`src/rtl/tl_ul_pkg.sv`:
```
// tl_ul_pkg: TL-UL opcode constants plus has-data and beat-count helpers shared by the arbiter and beat counters
package tl_ul_pkg;
  localparam logic [2:0] PUT_FULL = 3'd0;
  localparam logic [2:0] PUT_PARTIAL = 3'd1;
  localparam logic [2:0] ARITH = 3'd2;
  localparam logic [2:0] LOGICAL = 3'd3;
  localparam logic [2:0] GET = 3'd4;
  localparam logic [2:0] ACCESS_ACK = 3'd0;
  localparam logic [2:0] ACCESS_ACK_DATA = 3'd1;
  function automatic logic a_has_data(input logic [2:0] opcode);
    return opcode <= LOGICAL;
  endfunction
  function automatic logic d_has_data(input logic [2:0] opcode);
    return opcode == ACCESS_ACK_DATA;
  endfunction
  function automatic int beats_from_size(input logic [3:0] size, input logic data, input int max_lgsize);
    int lg;
    lg = int'(size) > max_lgsize ? max_lgsize : int'(size);
    return (data && lg > 2) ? 1 << (lg - 2) : 1;
  endfunction
endpackage

```
`src/rtl/tl_beat_ctr.sv`:
```
// tl_beat_ctr: beat position tracker; in clk/rst_n(sync, low)/opcode/size/fire, out first/last flags for the current beat
module tl_beat_ctr
  import tl_ul_pkg::*;
#(
  parameter int MAX_LGSIZE = 6,
  parameter bit IS_D = 1'b0
) (
  input  logic       clk,
  input  logic       rst_n,
  input  logic [2:0] opcode,
  input  logic [3:0] size,
  input  logic       fire,
  output logic       first,
  output logic       last
);
  localparam int CW = (MAX_LGSIZE > 3) ? MAX_LGSIZE - 2 : 1;
  localparam logic [3:0] MAX_SZ = 4'(MAX_LGSIZE);
  logic [CW-1:0] cnt, rem;
  assign rem = CW'(beats_from_size(size, IS_D ? d_has_data(opcode) : a_has_data(opcode), MAX_LGSIZE) - 1);
  assign first = cnt == '0;
  assign last = first ? rem == '0 : cnt == CW'(1);
  always_ff @(posedge clk)
    if (!rst_n) cnt <= '0;
    else if (fire) cnt <= first ? rem : cnt - CW'(1);
  assert property (@(posedge clk) disable iff (!rst_n) fire && first |-> size <= MAX_SZ);
endmodule

```
`src/rtl/tl_ul_arb2.sv`:
```
// tl_ul_arb2: two-requester TL-UL arbiter; r0/r1 A in + D out, one manager A out + D in, rN_inflight debug counts
module tl_ul_arb2
  import tl_ul_pkg::*;
#(
  parameter int SRC_W = 6,
  parameter int MAX_INFLIGHT = 4,
  parameter int MAX_LGSIZE = 6
) (
  input  logic             clock,
  input  logic             reset_n,
  input  logic             r0_a_valid,
  output logic             r0_a_ready,
  input  logic [2:0]       r0_a_opcode,
  input  logic [2:0]       r0_a_param,
  input  logic [3:0]       r0_a_size,
  input  logic [SRC_W-1:0] r0_a_source,
  input  logic [29:0]      r0_a_address,
  input  logic [3:0]       r0_a_mask,
  input  logic [31:0]      r0_a_data,
  output logic             r0_d_valid,
  input  logic             r0_d_ready,
  output logic [2:0]       r0_d_opcode,
  output logic [1:0]       r0_d_param,
  output logic [3:0]       r0_d_size,
  output logic [SRC_W-1:0] r0_d_source,
  output logic             r0_d_denied,
  output logic             r0_d_corrupt,
  output logic [31:0]      r0_d_data,
  input  logic             r1_a_valid,
  output logic             r1_a_ready,
  input  logic [2:0]       r1_a_opcode,
  input  logic [2:0]       r1_a_param,
  input  logic [3:0]       r1_a_size,
  input  logic [SRC_W-1:0] r1_a_source,
  input  logic [29:0]      r1_a_address,
  input  logic [3:0]       r1_a_mask,
  input  logic [31:0]      r1_a_data,
  output logic             r1_d_valid,
  input  logic             r1_d_ready,
  output logic [2:0]       r1_d_opcode,
  output logic [1:0]       r1_d_param,
  output logic [3:0]       r1_d_size,
  output logic [SRC_W-1:0] r1_d_source,
  output logic             r1_d_denied,
  output logic             r1_d_corrupt,
  output logic [31:0]      r1_d_data,
  output logic             m_a_valid,
  input  logic             m_a_ready,
  output logic [2:0]       m_a_opcode,
  output logic [2:0]       m_a_param,
  output logic [3:0]       m_a_size,
  output logic [SRC_W:0]   m_a_source,
  output logic [29:0]      m_a_address,
  output logic [3:0]       m_a_mask,
  output logic [31:0]      m_a_data,
  input  logic             m_d_valid,
  output logic             m_d_ready,
  input  logic [2:0]       m_d_opcode,
  input  logic [1:0]       m_d_param,
  input  logic [3:0]       m_d_size,
  input  logic [SRC_W:0]   m_d_source,
  input  logic             m_d_denied,
  input  logic             m_d_corrupt,
  input  logic [31:0]      m_d_data,
  output logic [3:0]       r0_inflight,
  output logic [3:0]       r1_inflight
);
  localparam logic [3:0] MAX_IF = 4'(MAX_INFLIGHT);
  logic [3:0] inflight [2];
  logic [1:0] a_valid, elig, inc, dec;
  logic lock, owner, rr_ptr, gnt, gnt_ok, a_fire, a_first, a_last, d_fire, d_first, d_last, tag;
  assign a_valid = {r1_a_valid, r0_a_valid};
  assign elig = a_valid & {inflight[1] < MAX_IF, inflight[0] < MAX_IF};
  assign lock = !a_first;
  // a burst in progress keeps its owner regardless of the inflight limit
  assign gnt = lock ? owner : ((&elig) ? rr_ptr : elig[1]);
  assign gnt_ok = lock | (|elig);
  assign m_a_valid = reset_n & (lock ? a_valid[gnt] : |elig);
  assign r0_a_ready = reset_n & m_a_ready & gnt_ok & !gnt;
  assign r1_a_ready = reset_n & m_a_ready & gnt_ok & gnt;
  assign m_a_opcode = gnt ? r1_a_opcode : r0_a_opcode;
  assign m_a_param = gnt ? r1_a_param : r0_a_param;
  assign m_a_size = gnt ? r1_a_size : r0_a_size;
  assign m_a_source = {gnt, gnt ? r1_a_source : r0_a_source};
  assign m_a_address = gnt ? r1_a_address : r0_a_address;
  assign m_a_mask = gnt ? r1_a_mask : r0_a_mask;
  assign m_a_data = gnt ? r1_a_data : r0_a_data;
  assign a_fire = m_a_valid & m_a_ready;
  assign inc = {a_fire & a_first & gnt, a_fire & a_first & !gnt};
  assign tag = m_d_source[SRC_W];
  assign r0_d_valid = reset_n & m_d_valid & !tag;
  assign r1_d_valid = reset_n & m_d_valid & tag;
  assign m_d_ready = reset_n & (tag ? r1_d_ready : r0_d_ready);
  assign d_fire = m_d_valid & m_d_ready;
  assign dec = {d_fire & d_last & tag, d_fire & d_last & !tag};
  assign r0_d_opcode = m_d_opcode;
  assign r0_d_param = m_d_param;
  assign r0_d_size = m_d_size;
  assign r0_d_source = m_d_source[SRC_W-1:0];
  assign r0_d_denied = m_d_denied;
  assign r0_d_corrupt = m_d_corrupt;
  assign r0_d_data = m_d_data;
  assign r1_d_opcode = m_d_opcode;
  assign r1_d_param = m_d_param;
  assign r1_d_size = m_d_size;
  assign r1_d_source = m_d_source[SRC_W-1:0];
  assign r1_d_denied = m_d_denied;
  assign r1_d_corrupt = m_d_corrupt;
  assign r1_d_data = m_d_data;
  assign r0_inflight = inflight[0];
  assign r1_inflight = inflight[1];
  tl_beat_ctr #(.MAX_LGSIZE(MAX_LGSIZE), .IS_D(1'b0)) u_a_ctr (
    .clk(clock), .rst_n(reset_n), .opcode(m_a_opcode), .size(m_a_size),
    .fire(a_fire), .first(a_first), .last(a_last)
  );
  tl_beat_ctr #(.MAX_LGSIZE(MAX_LGSIZE), .IS_D(1'b1)) u_d_ctr (
    .clk(clock), .rst_n(reset_n), .opcode(m_d_opcode), .size(m_d_size),
    .fire(d_fire), .first(d_first), .last(d_last)
  );
  always_ff @(posedge clock)
    if (!reset_n) begin
      owner <= 1'b0;
      rr_ptr <= 1'b0;
      for (int i = 0; i < 2; i++) inflight[i] <= '0;
    end else begin
      if (a_fire & a_first) owner <= gnt;
      if (a_fire & a_last) rr_ptr <= !gnt;
      for (int i = 0; i < 2; i++)
        if (inc[i] & !dec[i]) inflight[i] <= inflight[i] + 4'd1;
        else if (dec[i] & !inc[i] & (inflight[i] != '0)) inflight[i] <= inflight[i] - 4'd1;
    end
  assert property (@(posedge clock) disable iff (!reset_n) !(dec[0] && !inc[0] && inflight[0] == '0));
  assert property (@(posedge clock) disable iff (!reset_n) !(dec[1] && !inc[1] && inflight[1] == '0));
  assert property (@(posedge clock) disable iff (!reset_n) m_d_valid && !d_first |-> d_has_data(m_d_opcode));
endmodule

```
`config.mk`:
```
export PLATFORM = sky130hd
export DESIGN_NAME = tl_ul_arb2
export DESIGN_NICKNAME = d
export VERILOG_FILES = /design/src/rtl/tl_ul_pkg.sv /design/src/rtl/tl_beat_ctr.sv /design/src/rtl/tl_ul_arb2.sv
export SDC_FILE = /design/constraint.sdc
export NUM_CORES = 1
export LEC_CHECK = 0
export BUFFER_PORTS_ARGS = -buffer_cell sky130_fd_sc_hd__clkbuf_2
export CORE_AREA = 2 2 162 164
export DETAILED_ROUTE_END_ITERATION = 7
export DIE_AREA = 0 0 164 166
export PLACE_DENSITY = 0.47
export SLEW_MARGIN = 15
export SYNTH_ARGS = -nofsm -noshare
export SYNTH_HDL_FRONTEND = slang
export SYNTH_SLANG_ARGS = --single-unit
```
`constraint.sdc`:
```
create_clock -name clock -period 5.3 [get_ports clock]
set_clock_uncertainty 0.1 [all_clocks]
set_input_delay 1.06 -clock clock [delete_from_list [all_inputs] [get_ports clock]]
set_output_delay 1.06 -clock clock [all_outputs]
set_load 0.05 [all_outputs]
```
==> flow_summary.ini <==
[status]
outcome = complete, no violations

[grt]
antenna_found_initial = 2
grt_pass1_wl_um = 21900
grt_overflow_total = 0
grt_start_max_net_pins = 84
grt_usage_pct = 10.4
grt_pass1_vias = 3833

[logic_synthesis]
synth_top_area_share_pct = 26.1
synthFlopType = dfxtp_1
synth_area_leaders = nand2_1, buf_4, edfxtp_1, ha_1, dfxtp_1
syn_area_per_cell_um2 = 6.30
syn-instance-count = 578
yosysWarnings = 0
synth-edff-count = 8
yosys.area.top_type = nand2_1
synth_seq_cells = 18
synth_area_um2 = 3640
ys_async_sr_fraction_pct = 0
ys_seq_area_share_pct = 12.1
ys_types = 65

[cells_and_area]
final_area_um2 = 4810
final_nets = 999
syn_to_final_growth_pct = 32.0
diodes = 0
drive_gt1_share_pct = 43.2

[routing]
drc_errors = 0
drtIter0Drc = 124
wirelength_um = 15300
ant_nets = 0
wl_per_cell_um = 14.0
vias_per_cell = 3.76
dr.pass1.iters = 4
vias = 4098

[sta]
finalMaxSlewViolations = 0
rsz0062_at_grt = no
min_period_over_period_pct = 93.6
fin_setup_tns_ns = 0
post-route-min-period_ns = 4.96
setup_violations = 0
max_slew_margin_pct = 38.4
fmax_mhz = 202
tightest_slew_ns = 0.925
hold_viol_final = 0

[floorplan]
coreArea_um2 = 25600
rows = 59
io_pins = 417
die_x_um = 164
dieArea_um2 = 27200
start_util_pct = 14.2
dieHeight_um = 166

[critical_path]
worstPathRequired_ns = 5.20
r2r_slack_ns = 0.77
worstPathArrival_ns = 4.86
path_max_fanout = 8
r2r-start = u_a_ctr.cnt[0]
setup.worst_path.end = inflight[0][3]
cp-end-kind = register
reg2reg_to = rr_ptr
rr_worst_depth = 16
setup.worst_path.start = m_d_size[3]
path_class = in -> reg
start_kind = input port

[pwr]
peakVddDrop_mv = 0.103
powerDensity_nw_per_um2 = 270
leakage_nw = 2.80

[clocking]
clk_pin_slew_ns = 0.05
clkSinkCount = 18
cts_tree = yes
cts_hold_buf = 0
cts_max_path_buffers = 2
clkLatencyLatePin_ns = 0.25
ctsHtreeMaxLevel = 1
root_buffer = clkbuf_16
cts_buffers = 3
cts_setup_buffers = 0
ctsResizeCount = 0

[job]
cap_violations = 0

[place]
hpwl_um = 13100
placed_area_um2 = 4730
gp_congestion = 0.772
io_buffers = 290

[min_path]
hp-class = reg -> reg
-- placed cells by master (no fill, tap or decap), drive strengths merged, types with 3 or more instances in the layout --
cell and count:
clkbuf 292, nand2 253, nor2 23, ha 19, inv 16, o21ai 12, a21oi 10, dfxtp 10
mux2i 8, edfxtp 8, o211ai 7, buf 6, o211a 5, nor3 5, or3 5, and3 5
nor3b 5, nand3 4, nand2b 4, mux2 4, or4 4, a211oi 4, xor2 3, nand4b 3
nand3b 3, or2 3, a21o 3, and2 3
-- routing by layer --
metal	global-route usage, %	share of wire (%)
met3	2.40	7.5
met1	12.2	42
met5	0	0.18
met2	19.3	50
met4	1.53	0.54
-- synthesized netlist by cell type (4+ instances only) --
cell	instances
nand2b_1	4
nor2_1	22
o211ai_1	6
mux2_2	4
nand2_1	253
ha_1	19
o211a_1	5
dfxtp_1	10
nand3_1	4
nor3_1	4
buf_4	99
or3_1	4
a21oi_1	10
inv_1	15
edfxtp_1	8
clkbuf_1	19
mux2i_1	8
o21ai_0	10
-- cell type report --
type                            instances  area, um^2
Sequential cell                        18         440
Clock buffer                            3        75.1
Tap cell                              335         419
Timing Repair Buffer                  295        1500
Multi-Input combinational cell        423        2310
Fill cell                            3000       20800
Inverter                               16        60.1
-- worst min path at each step --
stage,start,endpoint,slack [ns],depth (start not counted)
2_1_floorplan,owner,owner,0.37,2
6_report,rr_ptr,rr_ptr,0.42,2
3_5_place_dp,rr_ptr,rr_ptr,0.41,2
3_3_place_gp,rr_ptr,rr_ptr,0.40,2
5_1_grt,u_d_ctr.cnt[1],u_d_ctr.cnt[1],0.44,1
4_1_cts,rr_ptr,rr_ptr,0.42,2
-- worst max-delay path, stage by stage --
cell and delay [ns]:
clkbuf_2 0.14, nor2_1 0.15, ha_1 0.17, ha_1 0.17, inv_1 0.05, ha_1 0.30
xor2_1 0.17, nand2b_1 0.16, or2_2 0.33, ha_1 0.20, nand2b_1 0.14, mux2i_1 0.22
a41oi_2 0.16, or3_1 0.41, inv_1 0.14, ha_1 0.24, a21o_1 0.16, a21oi_1 0.16
xnor2_1 0.15, xnor2_1 0.13, nor2_1 0.05
-- report_power, final --
group	total [mW]	leakage (nW)	internal (mW)	switching [mW]
clock network	0.152	0.0370	0.0993	0.0524
logic	0.966	2.60	0.246	0.720
registers	0.182	0.164	0.161	0.0217
total	1.30	2.80	0.506	0.794
-- logic make-up after synthesis --
group,count (synthesis),share of synthesized area (%)
simple gates,332,40.6
compound gates,52,10.7
other cells,1,0.103
xor+xnor,5,1.20
flops,18,12.1
mux,12,3.44
buf+inv,138,24.7
fa+ha+maj,20,7.08
-- stage by stage --
stage	instances	hold WS, ns	util (%)	total power, mW	setup slack [ns]
after floorplan	579	0.369	-	1.07	0.389
after global placement	1087	0.399	18.5	1.16	0.113
after detailed placement	1087	0.406	18.5	1.16	0.0793
after global routing	1090	0.437	18.8	1.39	0.0700
after CTS	1090	0.419	18.8	1.32	0.334
final	1090	0.419	18.8	1.30	0.339
-- flip-flops by register name, indices dropped and copies added, names as in the netlist --
| register | flops |
|---|---|
| inflight | 8 |
| rr_ptr | 1 |
| u_d_ctr.cnt | 4 |
| u_a_ctr.cnt | 4 |
| owner | 1 |
No activity file was read; power rests on OpenSTA's default activity.
